--- src/rtl/per2slave_rr_arb_if.sv ---
// Bus bundle between the address decoders, the round-robin arbiter and one slave port.
// The "slave" modport is the arbiter view (it serves the requesting masters); the
// "master" modport is the surrounding environment (decoders plus the downstream slave).
interface per2slave_rr_arb_if #(
    parameter int unsigned N_MASTER   = 16,
    parameter int unsigned ADDR_WIDTH = 32,
    parameter int unsigned DATA_WIDTH = 32,
    parameter int unsigned ID_WIDTH   = 17
);
    localparam int unsigned BE_WIDTH = DATA_WIDTH / 8;

    // Master (decoder) side
    logic [N_MASTER-1:0]                 data_req_i;
    logic [N_MASTER-1:0][ADDR_WIDTH-1:0] data_add_i;
    logic [N_MASTER-1:0]                 data_wen_i;
    logic [N_MASTER-1:0][DATA_WIDTH-1:0] data_wdata_i;
    logic [N_MASTER-1:0][BE_WIDTH-1:0]   data_be_i;
    logic [N_MASTER-1:0][ID_WIDTH-1:0]   data_ID_i;
    logic [N_MASTER-1:0]                 data_gnt_o;

    // Slave side
    logic                  data_req_o;
    logic [ADDR_WIDTH-1:0] data_add_o;
    logic                  data_wen_o;
    logic [DATA_WIDTH-1:0] data_wdata_o;
    logic [BE_WIDTH-1:0]   data_be_o;
    logic [ID_WIDTH-1:0]   data_ID_o;
    logic                  data_gnt_i;

    modport slave (
        input  data_req_i, data_add_i, data_wen_i, data_wdata_i, data_be_i, data_ID_i,
        output data_gnt_o,
        output data_req_o, data_add_o, data_wen_o, data_wdata_o, data_be_o, data_ID_o,
        input  data_gnt_i
    );

    modport master (
        output data_req_i, data_add_i, data_wen_i, data_wdata_i, data_be_i, data_ID_i,
        input  data_gnt_o,
        input  data_req_o, data_add_o, data_wen_o, data_wdata_o, data_be_o, data_ID_o,
        output data_gnt_i
    );
endinterface

--- src/rtl/per2slave_rr_arb.sv ---
// Round-robin arbiter from N_MASTER decoder ports onto one registered slave request.
// A single output register holds the winning request; a new winner is taken whenever
// that register is empty or is being drained this cycle, giving one transfer per cycle.
module per2slave_rr_arb #(
    parameter int unsigned N_MASTER   = 16,
    parameter int unsigned ADDR_WIDTH = 32,
    parameter int unsigned DATA_WIDTH = 32,
    parameter int unsigned ID_WIDTH   = 17
) (
    input  logic                clk,
    input  logic                rst_n,
    per2slave_rr_arb_if.slave   bus
);
    localparam int unsigned BE_WIDTH = DATA_WIDTH / 8;
    localparam int unsigned PTR_W    = (N_MASTER > 1) ? $clog2(N_MASTER) : 1;

    logic                  valid_q, valid_d;
    logic [PTR_W-1:0]      rr_ptr_q, rr_ptr_d;
    logic [ADDR_WIDTH-1:0] add_q, add_d;
    logic                  wen_q, wen_d;
    logic [DATA_WIDTH-1:0] wdata_q, wdata_d;
    logic [BE_WIDTH-1:0]   be_q, be_d;
    logic [ID_WIDTH-1:0]   id_q, id_d;

    logic                  free;
    logic                  found;
    logic                  capture;
    logic [PTR_W-1:0]      winner;

    // Search for the first requester at or above rr_ptr, wrapping at N_MASTER-1
    always_comb begin
        found  = 1'b0;
        winner = '0;
        for (int unsigned i = 0; i < N_MASTER; i++) begin
            int unsigned idx;
            idx = 32'(rr_ptr_q) + i;
            if (idx >= N_MASTER) idx = idx - N_MASTER;
            if (!found && bus.data_req_i[PTR_W'(idx)]) begin
                found  = 1'b1;
                winner = PTR_W'(idx);
            end
        end
    end

    // Grant generation and next-state for the output register and pointer
    always_comb begin
        free       = !valid_q || bus.data_gnt_i;
        capture    = free && found;
        bus.data_gnt_o = '0;
        valid_d    = valid_q;
        rr_ptr_d   = rr_ptr_q;
        add_d      = add_q;
        wen_d      = wen_q;
        wdata_d    = wdata_q;
        be_d       = be_q;
        id_d       = id_q;
        if (capture) begin
            bus.data_gnt_o[winner] = 1'b1;
            valid_d = 1'b1;
            add_d   = bus.data_add_i[winner];
            wen_d   = bus.data_wen_i[winner];
            wdata_d = bus.data_wdata_i[winner];
            be_d    = bus.data_be_i[winner];
            id_d    = bus.data_ID_i[winner];
            if (32'(winner) == N_MASTER - 1) rr_ptr_d = '0;
            else                             rr_ptr_d = winner + PTR_W'(1);
        end else if (bus.data_gnt_i) begin
            valid_d = 1'b0;
        end
    end

    // State registers with synchronous active-low reset
    always_ff @(posedge clk) begin
        if (!rst_n) begin
            valid_q  <= 1'b0;
            rr_ptr_q <= '0;
            add_q    <= '0;
            wen_q    <= 1'b0;
            wdata_q  <= '0;
            be_q     <= '0;
            id_q     <= '0;
        end else begin
            valid_q  <= valid_d;
            rr_ptr_q <= rr_ptr_d;
            add_q    <= add_d;
            wen_q    <= wen_d;
            wdata_q  <= wdata_d;
            be_q     <= be_d;
            id_q     <= id_d;
        end
    end

    // Slave-side outputs come straight from the register
    always_comb begin
        bus.data_req_o   = valid_q;
        bus.data_add_o   = add_q;
        bus.data_wen_o   = wen_q;
        bus.data_wdata_o = wdata_q;
        bus.data_be_o    = be_q;
        bus.data_ID_o    = id_q;
    end
endmodule

--- src/flat_wrapper.sv ---
// flat-port wrapper written by rule: the top's interface ports become plain ports
module per2slave_rr_arb_flat 
#(
    parameter int unsigned N_MASTER   = 16,
    parameter int unsigned ADDR_WIDTH = 32,
    parameter int unsigned DATA_WIDTH = 32,
    parameter int unsigned ID_WIDTH   = 17
)
  (clk, rst_n, bus_data_req_i, bus_data_add_i, bus_data_wen_i, bus_data_wdata_i, bus_data_be_i, bus_data_ID_i, bus_data_gnt_o, bus_data_req_o, bus_data_add_o, bus_data_wen_o, bus_data_wdata_o, bus_data_be_o, bus_data_ID_o, bus_data_gnt_i);
  per2slave_rr_arb_if #(.N_MASTER(N_MASTER), .ADDR_WIDTH(ADDR_WIDTH), .DATA_WIDTH(DATA_WIDTH), .ID_WIDTH(ID_WIDTH)) bus_i ();
  input  logic clk;
  input  logic rst_n;
  input wire logic [$bits(bus_i.data_req_i)-1:0] bus_data_req_i;
  input wire logic [$bits(bus_i.data_add_i)-1:0] bus_data_add_i;
  input wire logic [$bits(bus_i.data_wen_i)-1:0] bus_data_wen_i;
  input wire logic [$bits(bus_i.data_wdata_i)-1:0] bus_data_wdata_i;
  input wire logic [$bits(bus_i.data_be_i)-1:0] bus_data_be_i;
  input wire logic [$bits(bus_i.data_ID_i)-1:0] bus_data_ID_i;
  output wire logic [$bits(bus_i.data_gnt_o)-1:0] bus_data_gnt_o;
  output wire logic [$bits(bus_i.data_req_o)-1:0] bus_data_req_o;
  output wire logic [$bits(bus_i.data_add_o)-1:0] bus_data_add_o;
  output wire logic [$bits(bus_i.data_wen_o)-1:0] bus_data_wen_o;
  output wire logic [$bits(bus_i.data_wdata_o)-1:0] bus_data_wdata_o;
  output wire logic [$bits(bus_i.data_be_o)-1:0] bus_data_be_o;
  output wire logic [$bits(bus_i.data_ID_o)-1:0] bus_data_ID_o;
  input wire logic [$bits(bus_i.data_gnt_i)-1:0] bus_data_gnt_i;
  assign bus_i.data_req_i = bus_data_req_i;
  assign bus_i.data_add_i = bus_data_add_i;
  assign bus_i.data_wen_i = bus_data_wen_i;
  assign bus_i.data_wdata_i = bus_data_wdata_i;
  assign bus_i.data_be_i = bus_data_be_i;
  assign bus_i.data_ID_i = bus_data_ID_i;
  assign bus_data_gnt_o = bus_i.data_gnt_o;
  assign bus_data_req_o = bus_i.data_req_o;
  assign bus_data_add_o = bus_i.data_add_o;
  assign bus_data_wen_o = bus_i.data_wen_o;
  assign bus_data_wdata_o = bus_i.data_wdata_o;
  assign bus_data_be_o = bus_i.data_be_o;
  assign bus_data_ID_o = bus_i.data_ID_o;
  assign bus_i.data_gnt_i = bus_data_gnt_i;
  per2slave_rr_arb #(.N_MASTER(N_MASTER), .ADDR_WIDTH(ADDR_WIDTH), .DATA_WIDTH(DATA_WIDTH), .ID_WIDTH(ID_WIDTH)) u_core (.clk(clk), .rst_n(rst_n), .bus(bus_i));
endmodule
--- config.mk ---
export PLATFORM = sky130hd
export DESIGN_NAME = per2slave_rr_arb_flat
export DESIGN_NICKNAME = d
export VERILOG_FILES = /design/src/rtl/per2slave_rr_arb_if.sv /design/src/rtl/per2slave_rr_arb.sv /design/src/flat_wrapper.sv
export SDC_FILE = /design/constraint.sdc
export NUM_CORES = 1
export LEC_CHECK = 0
export BUFFER_PORTS_ARGS = -buffer_cell sky130_fd_sc_hd__buf_2
export CORE_AREA = 2 2 579 581
export DETAILED_ROUTE_END_ITERATION = 7
export DIE_AREA = 0 0 581 583
export SKIP_CTS_REPAIR_TIMING = 1
export SYNTH_ARGS = -nofsm -noshare
export SYNTH_HDL_FRONTEND = slang
export SYNTH_SLANG_ARGS = --single-unit
export TNS_END_PERCENT = 30
--- constraint.sdc ---
create_clock -name clk -period 6.6 [get_ports clk]
set_input_delay 0.66 -clock clk [delete_from_list [all_inputs] [get_ports clk]]
set_output_delay 0.66 -clock clk [all_outputs]
set_load 0.01 [all_outputs]
==> results.py, run 1 <==
metrics = {
    "run_status": {
        "status": "finished clean",
    },
    "power_and_ir_drop": {
        "p_sw_share_pct": 62.34,
        "powerDensity_nw_per_um2": 823.8,
        "p_total_mw": 27.19,
        "ir_drop_v": 0.0006297,
        "p_int_mw": 10.24,
        "clkPwrFrac_pct": 3.6,
        "pwr-share-seq_pct": 3.6,
        "comb_power_share_pct": 92.9,
        "p_sw_mw": 16.95,
        "power.leakage_nw": 14.47,
    },
    "drt": {
        "met2_length_mm": 115.9,
        "post_drt_wl_per_cell_um": 29.06,
        "drt_wl_total_mm": 241.0,
        "via_per_inst": 3.255,
        "antenna_left": 0,
        "first_pass_iters": 7,
        "dr.first_iter.drc_count": 1684,
        "top_layer_used": "met5",
        "met1_length_mm": 92.03,
        "drc_errors": 0,
        "dr_wl_met3_mm": 20.42,
        "dr_total_vias": 26990,
    },
    "cts": {
        "clk_path_buf_depth": 3,
        "clk_pin_slew_ps": 140,
        "htreeDepth": 3,
        "cts-root-buf": "clkbuf_16",
        "cts_tree": "yes",
        "cts_made_buffers": 13,
        "clkSinkCount": 91,
        "clk_latency_ps": 580,
    },
    "grt": {
        "first_global_vias": 25970,
        "grt_usage_pct": 13.59,
        "grt_pass1_wl_mm": 294.1,
        "antenna_found_initial": 243,
        "grt-ovfl-total": 0,
        "grt_max_degree": 72,
    },
    "placed_design": {
        "post_dp_cell_area_um2": 32210,
        "place.port_buffers": 1497,
        "dp_hpwl_mm": 211.4,
        "globalplace.congestion": 0.9515,
        "place_ws_ps": -799.4,
    },
    "final_layout": {
        "mostFrequentLayoutCell": "buf_2",
        "design_area_um2": 33010,
        "syn_to_final_growth_pct": 78.47,
        "final_cell_mix": "1496 x buf_2, 715 x mux2i_1, 370 x nand2_1",
        "utilization_pct": 9.931,
        "multi_input_area_um2": 15560,
        "num-fill-cells": 38990,
        "seq_area_um2": 1822,
        "drive_above_1_share_pct": 50.20,
        "fin_nets": 5179,
    },
    "synth": {
        "synth_edf_count": 0,
        "synth.distinct_cells": 85,
        "syn_inst": 2302,
        "syn_area_per_cell_um2": 8.034,
        "ys_ff_latch": 91,
        "netlist.area_leader.share_pct": 38.75,
        "synth-seq-area-share_pct": 9.850,
        "yosysTopAreaCell": "mux2i_1",
        "synthTopCellsByArea": "mux2i_1 39%, dfxtp_1 9.9%, nand2_1 7.5%, mux2_2 6.0%, nand3_1 4.9%",
        "syn_area_um2": 18490,
        "yosys_most_used_dff": "dfxtp_1",
        "async_reset_ff_share_pct": 0,
        "synth_fp_nets": 3708,
        "ys_warn_count": 0,
    },
    "timing": {
        "period_share_pct": 95.47,
        "final.setup_skew_ps": 39.71,
        "setup_viol": 0,
        "tightest_slew_ps": 1293,
        "timing.fmax_ghz": 0.1587,
        "rsz0062_at_grt": "false",
        "hold_violations": 0,
        "maxSlewViolCount": 0,
        "fin_crit_ps": 6301,
        "relSlewSlack_pct": 13.43,
        "setup_slack_ps": 299.0,
        "hold_slack_ps": 506.1,
    },
    "die": {
        "rows": 212,
        "dieArea_um2": 338700,
        "die_x_um": 581,
        "ios": 1498,
        "coreArea_um2": 332400,
        "die_h_um": 583,
        "start_util_pct": 5.564,
    },
    "worst_setup_path": {
        "cp-start-kind": "flop",
        "path_class": "flop to primary output",
        "cp.required_ps": 5940,
        "path_max_fanout": 15,
        "cp-end-kind": "primary output",
        "crit_arrival_ps": 5640,
    },
    "job": {
        "maxCapViolations": 0,
    },
    "worst_hold_path": {
        "worst_hold_path_type": "primary input to flop",
    },
}
## metrics by stage
stage / instances / setup TNS (ps)
global placement: 8140 / -1783
CTS: 8161 / -1425
detailed placement: 8144 / -799.4
floorplan: 2302 / 0
finish: 8292 / 0
global route: 8240 / 0
## cells by family (layout without fill, tap and decap cells)
family / count (synthesis) / in the layout / synth area share (%)
AND/OR/NAND/NOR: 646 / 646 / 15.59
multiplexers: 857 / 857 / 49.27
buffers and inverters: 244 / 1717 / 7.090
other: 0 / 130 / 0
adder cells (fa/ha/maj): 11 / 11 / 0.7442
AO/OA/AOI/OAI: 443 / 443 / 16.90
flip-flops: 91 / 91 / 9.850
XOR/XNOR: 10 / 10 / 0.5548
## cell usage after synthesis (all sizes together), types with 9 or more instances
cell type	n
mux2i	720
nand2	371
nand3	181
buf	137
mux2	108
o21ai	102
clkbuf	98
a31oi	94
dfxtp	91
a32oi	88
o211ai	60
o221ai	34
mux4	29
nor2	28
and3	21
a21oi	16
ha	11
nand2b	9
## layout make-up
cell class | instances | area share [%]
inverter | 8 | 0.1137
clock inverter | 4 | 0.2881
clock buffer | 13 | 0.9856
antenna | 130 | 0.9856
tap | 4387 | 16.63
multi-input combinational | 1967 | 47.15
timing repair buffer | 1692 | 28.33
sequential | 91 | 5.519
## power groups by stage
stage / sequential (mW) / combinational [mW] / clock (mW)
floorplan: 1.00 / 13.8 / 0
global placement: 0.988 / 25.8 / 0
detailed placement: 0.986 / 25.9 / 0
CTS: 0.978 / 26.0 / 1.06
global route: 0.998 / 26.9 / 1.04
finish: 0.972 / 25.3 / 0.966
## routing by layer
layer,up-vias,track usage (%)
met1,12690,15.58
li1,11870,-
met2,1937,23.43
met5,-,0
met3,442,3.623
met4,48,6.275
## state kept, by name, indices dropped and copies added, names as in the netlist
register                 cells
u_core.rr_ptr_q              4
u_core.bus.data_add_o       32
u_core.bus.data_be_o         4
u_core.bus.data_req_o        1
u_core.bus.data_wen_o        1
u_core.bus.data_wdata_o     32
u_core.bus.data_ID_o        17
## worst max-delay path, cell delays in order (launching register included)
cell	delay, ps
dfxtp_1	380
inv_2	160
ha_1	340
buf_4	240
mux2_1	390
mux4_2	520
mux2i_4	330
nand4_2	190
or4_4	560
or3_4	450
nand2b_4	180
a31oi_4	270
buf_12	220
ha_1	470
and3_1	240
buf_2	140
## final timing paths
check | from | end | slack (ps) | cells after the start
worst min-delay path | bus_data_wen_i[5] | u_core.bus.data_wen_o$_SDFFE_PN0P_ | 510 | 4
worst max-delay path | u_core.rr_ptr_q[1]$_SDFFE_PN0P_ | bus_data_gnt_o[7] | 300 | 15
worst max register to register | u_core.rr_ptr_q[1]$_SDFFE_PN0P_ | u_core.bus.data_add_o[23]$_SDFFE_PN0P_ | 390 | 16
worst min register to register | u_core.bus.data_ID_o[14]$_SDFFE_PN0P_ | u_core.bus.data_ID_o[14]$_SDFFE_PN0P_ | 560 | 2
Note: power is estimated with default switching activity, not from simulation.
==> run 2, diff against run 1 <==
- MAX_ROUTING_LAYER: unset -> met4
==> results.py, run 2 (synthesis gave the netlist of run 1 again) <==
metrics = {
    "run_status": {
        "status": "finished clean",
    },
    "cts": {
        "clk_latency_ps": 580,
        "cts_made_buffers": 13,
        "clk_path_buf_depth": 3,
        "cts-root-buf": "clkbuf_16",
        "clk_pin_slew_ps": 120,
        "htreeDepth": 3,
        "clkSinkCount": 91,
        "cts_tree": "yes",
    },
    "worst_setup_path": {
        "cp-end-kind": "primary output",
        "cp.required_ps": 5940,
        "regToRegStartpoint": "u_core.rr_ptr_q[1]$_SDFFE_PN0P_",
        "critPathBufInv": 4,
        "path_max_fanout": 30,
        "rr_endpoint": "u_core.bus.data_add_o[16]$_SDFFE_PN0P_",
        "cp-start-kind": "flop",
        "path_common_cell": "buf_12",
        "cp_top_family": "simple AND/OR/NAND/NOR gates",
        "crit_chain": "inv_2, ha_4, mux2_1, mux4_2, mux2i_4, nand4_2, or4_4, or3_4, nand2b_4, a31oi_4, buf_12, buf_12, ha_1, and3_2, buf_2",
        "regToRegSetupSlack_ps": 360,
        "cp_slowest_stage_delay_ps": 560,
        "cp.depth": 15,
        "r2r_cells": 16,
        "crit_arrival_ps": 5760,
        "critPathSlowestCell": "or4_4",
        "path_class": "flop to primary output",
    },
    "timing": {
        "timing.fmax_ghz": 0.1559,
        "hold_violations": 0,
        "period_share_pct": 97.21,
        "fin_crit_ps": 6416,
        "setup_slack_ps": 184.4,
        "hold_slack_ps": 525.0,
        "maxSlewViolCount": 0,
        "setup_viol": 0,
        "final.setup_skew_ps": 21.88,
        "rsz0062_at_grt": "false",
        "tightest_slew_ps": 1125,
        "fin_tns_setup_ps": 0,
        "relSlewSlack_pct": 24.65,
    },
    "worst_hold_path": {
        "hold_end": "u_core.bus.data_add_o[24]$_SDFFE_PN0P_",
        "hold-path-cell-count": 4,
        "hp-start": "bus_data_add_i[24]",
        "worst_hold_path_type": "primary input to flop",
    },
    "final_layout": {
        "num-fill-cells": 39010,
        "design_area_um2": 32860,
        "final_cell_mix": "1496 x buf_2, 715 x mux2i_1, 370 x nand2_1",
        "drive_above_1_share_pct": 50.15,
        "fin_nets": 5167,
        "syn_to_final_growth_pct": 77.69,
        "utilization_pct": 9.887,
        "mostFrequentLayoutCell": "buf_2",
    },
    "die": {
        "die_x_um": 581,
        "coreArea_um2": 332400,
        "rows": 212,
        "start_util_pct": 5.564,
        "die_h_um": 583,
        "ios": 1498,
        "dieArea_um2": 338700,
    },
    "drt": {
        "first_pass_iters": 5,
        "post_drt_wl_per_cell_um": 29.46,
        "antenna_left": 0,
        "drt_wl_total_mm": 243.9,
        "via_per_inst": 3.238,
        "dr.first_iter.drc_count": 1967,
        "drc_errors": 0,
        "dr_total_vias": 26810,
    },
    "job": {
        "maxCapViolations": 0,
    },
    "placed_design": {
        "dp_hpwl_mm": 213.7,
        "place_ws_ps": -363.0,
        "globalplace.congestion": 0.9722,
        "place.port_buffers": 1497,
        "post_dp_cell_area_um2": 32080,
    },
    "grt": {
        "first_global_vias": 26060,
        "antenna_found_initial": 245,
        "grt_max_degree": 72,
        "grt-ovfl-total": 0,
        "grt_usage_pct": 14.16,
        "grt_pass1_wl_mm": 296.8,
    },
    "power_and_ir_drop": {
        "powerDensity_nw_per_um2": 816.8,
        "ir_drop_v": 0.0004522,
        "power.leakage_nw": 14.37,
    },
}
## run 2: per-layer routing
| layer | GRT usage, % | vias to the layer above | routed length, um | part of all wire (%) |
|---|---|---|---|---|
| met3 | 3.617 | 411 | 19490 | 8.0 |
| li1 | - | 11860 | - | - |
| met1 | 16.04 | 12660 | 96210 | 39 |
| met5 | - | - | 0 | 0 |
| met4 | 5.884 | 0 | 11200 | 4.6 |
| met2 | 23.62 | 1876 | 117000 | 48 |
## run 2: layout make-up
type,instances,area [um^2],share of cell area [%]
well taps,4387,5489,16.70
clock inverters,3,21.27,0.06473
clock buffers,14,339.1,1.032
inverters,8,37.54,0.1142
diodes,128,320.3,0.9747
repair buffers,1680,9228,28.08
flip-flops and latches,91,1822,5.544
multi-input cells,1967,15610,47.49
## run 2: worst max-delay path by stage
stage                                          from                                      to
floorplan           u_core.rr_ptr_q[2]$_SDFFE_PN0P_                      bus_data_gnt_o[11]
CTS                 u_core.rr_ptr_q[1]$_SDFFE_PN0P_  u_core.bus.data_add_o[19]$_SDFFE_PN0P_
global placement    u_core.rr_ptr_q[1]$_SDFFE_PN0P_  u_core.bus.data_add_o[19]$_SDFFE_PN0P_
finish              u_core.rr_ptr_q[1]$_SDFFE_PN0P_                       bus_data_gnt_o[6]
detailed placement  u_core.rr_ptr_q[1]$_SDFFE_PN0P_  u_core.bus.data_add_o[19]$_SDFFE_PN0P_
global route        u_core.rr_ptr_q[1]$_SDFFE_PN0P_                       bus_data_gnt_o[6]
## run 2: metrics by stage
step,instances,power (mW)
6_report,8278,26.84
4_1_cts,8149,27.57
3_3_place_gp,8130,26.57
2_1_floorplan,2302,14.83
5_1_grt,8263,28.61
3_5_place_dp,8132,26.53
## run 2: tightest hold or removal path, delay by kind of cell
kind            cells  cell delay, ps
buf+inv             1              80
mux                 1             130
compound gates      2             180
## run 2: report_power, final
group	switching, mW	leakage (nW)	total [mW]	internal (mW)
clock network	0.507	0.177	0.883	0.376
registers	0.176	0.757	0.979	0.803
logic	16.2	13.4	25.0	8.73
total	16.9	14.4	26.8	9.91
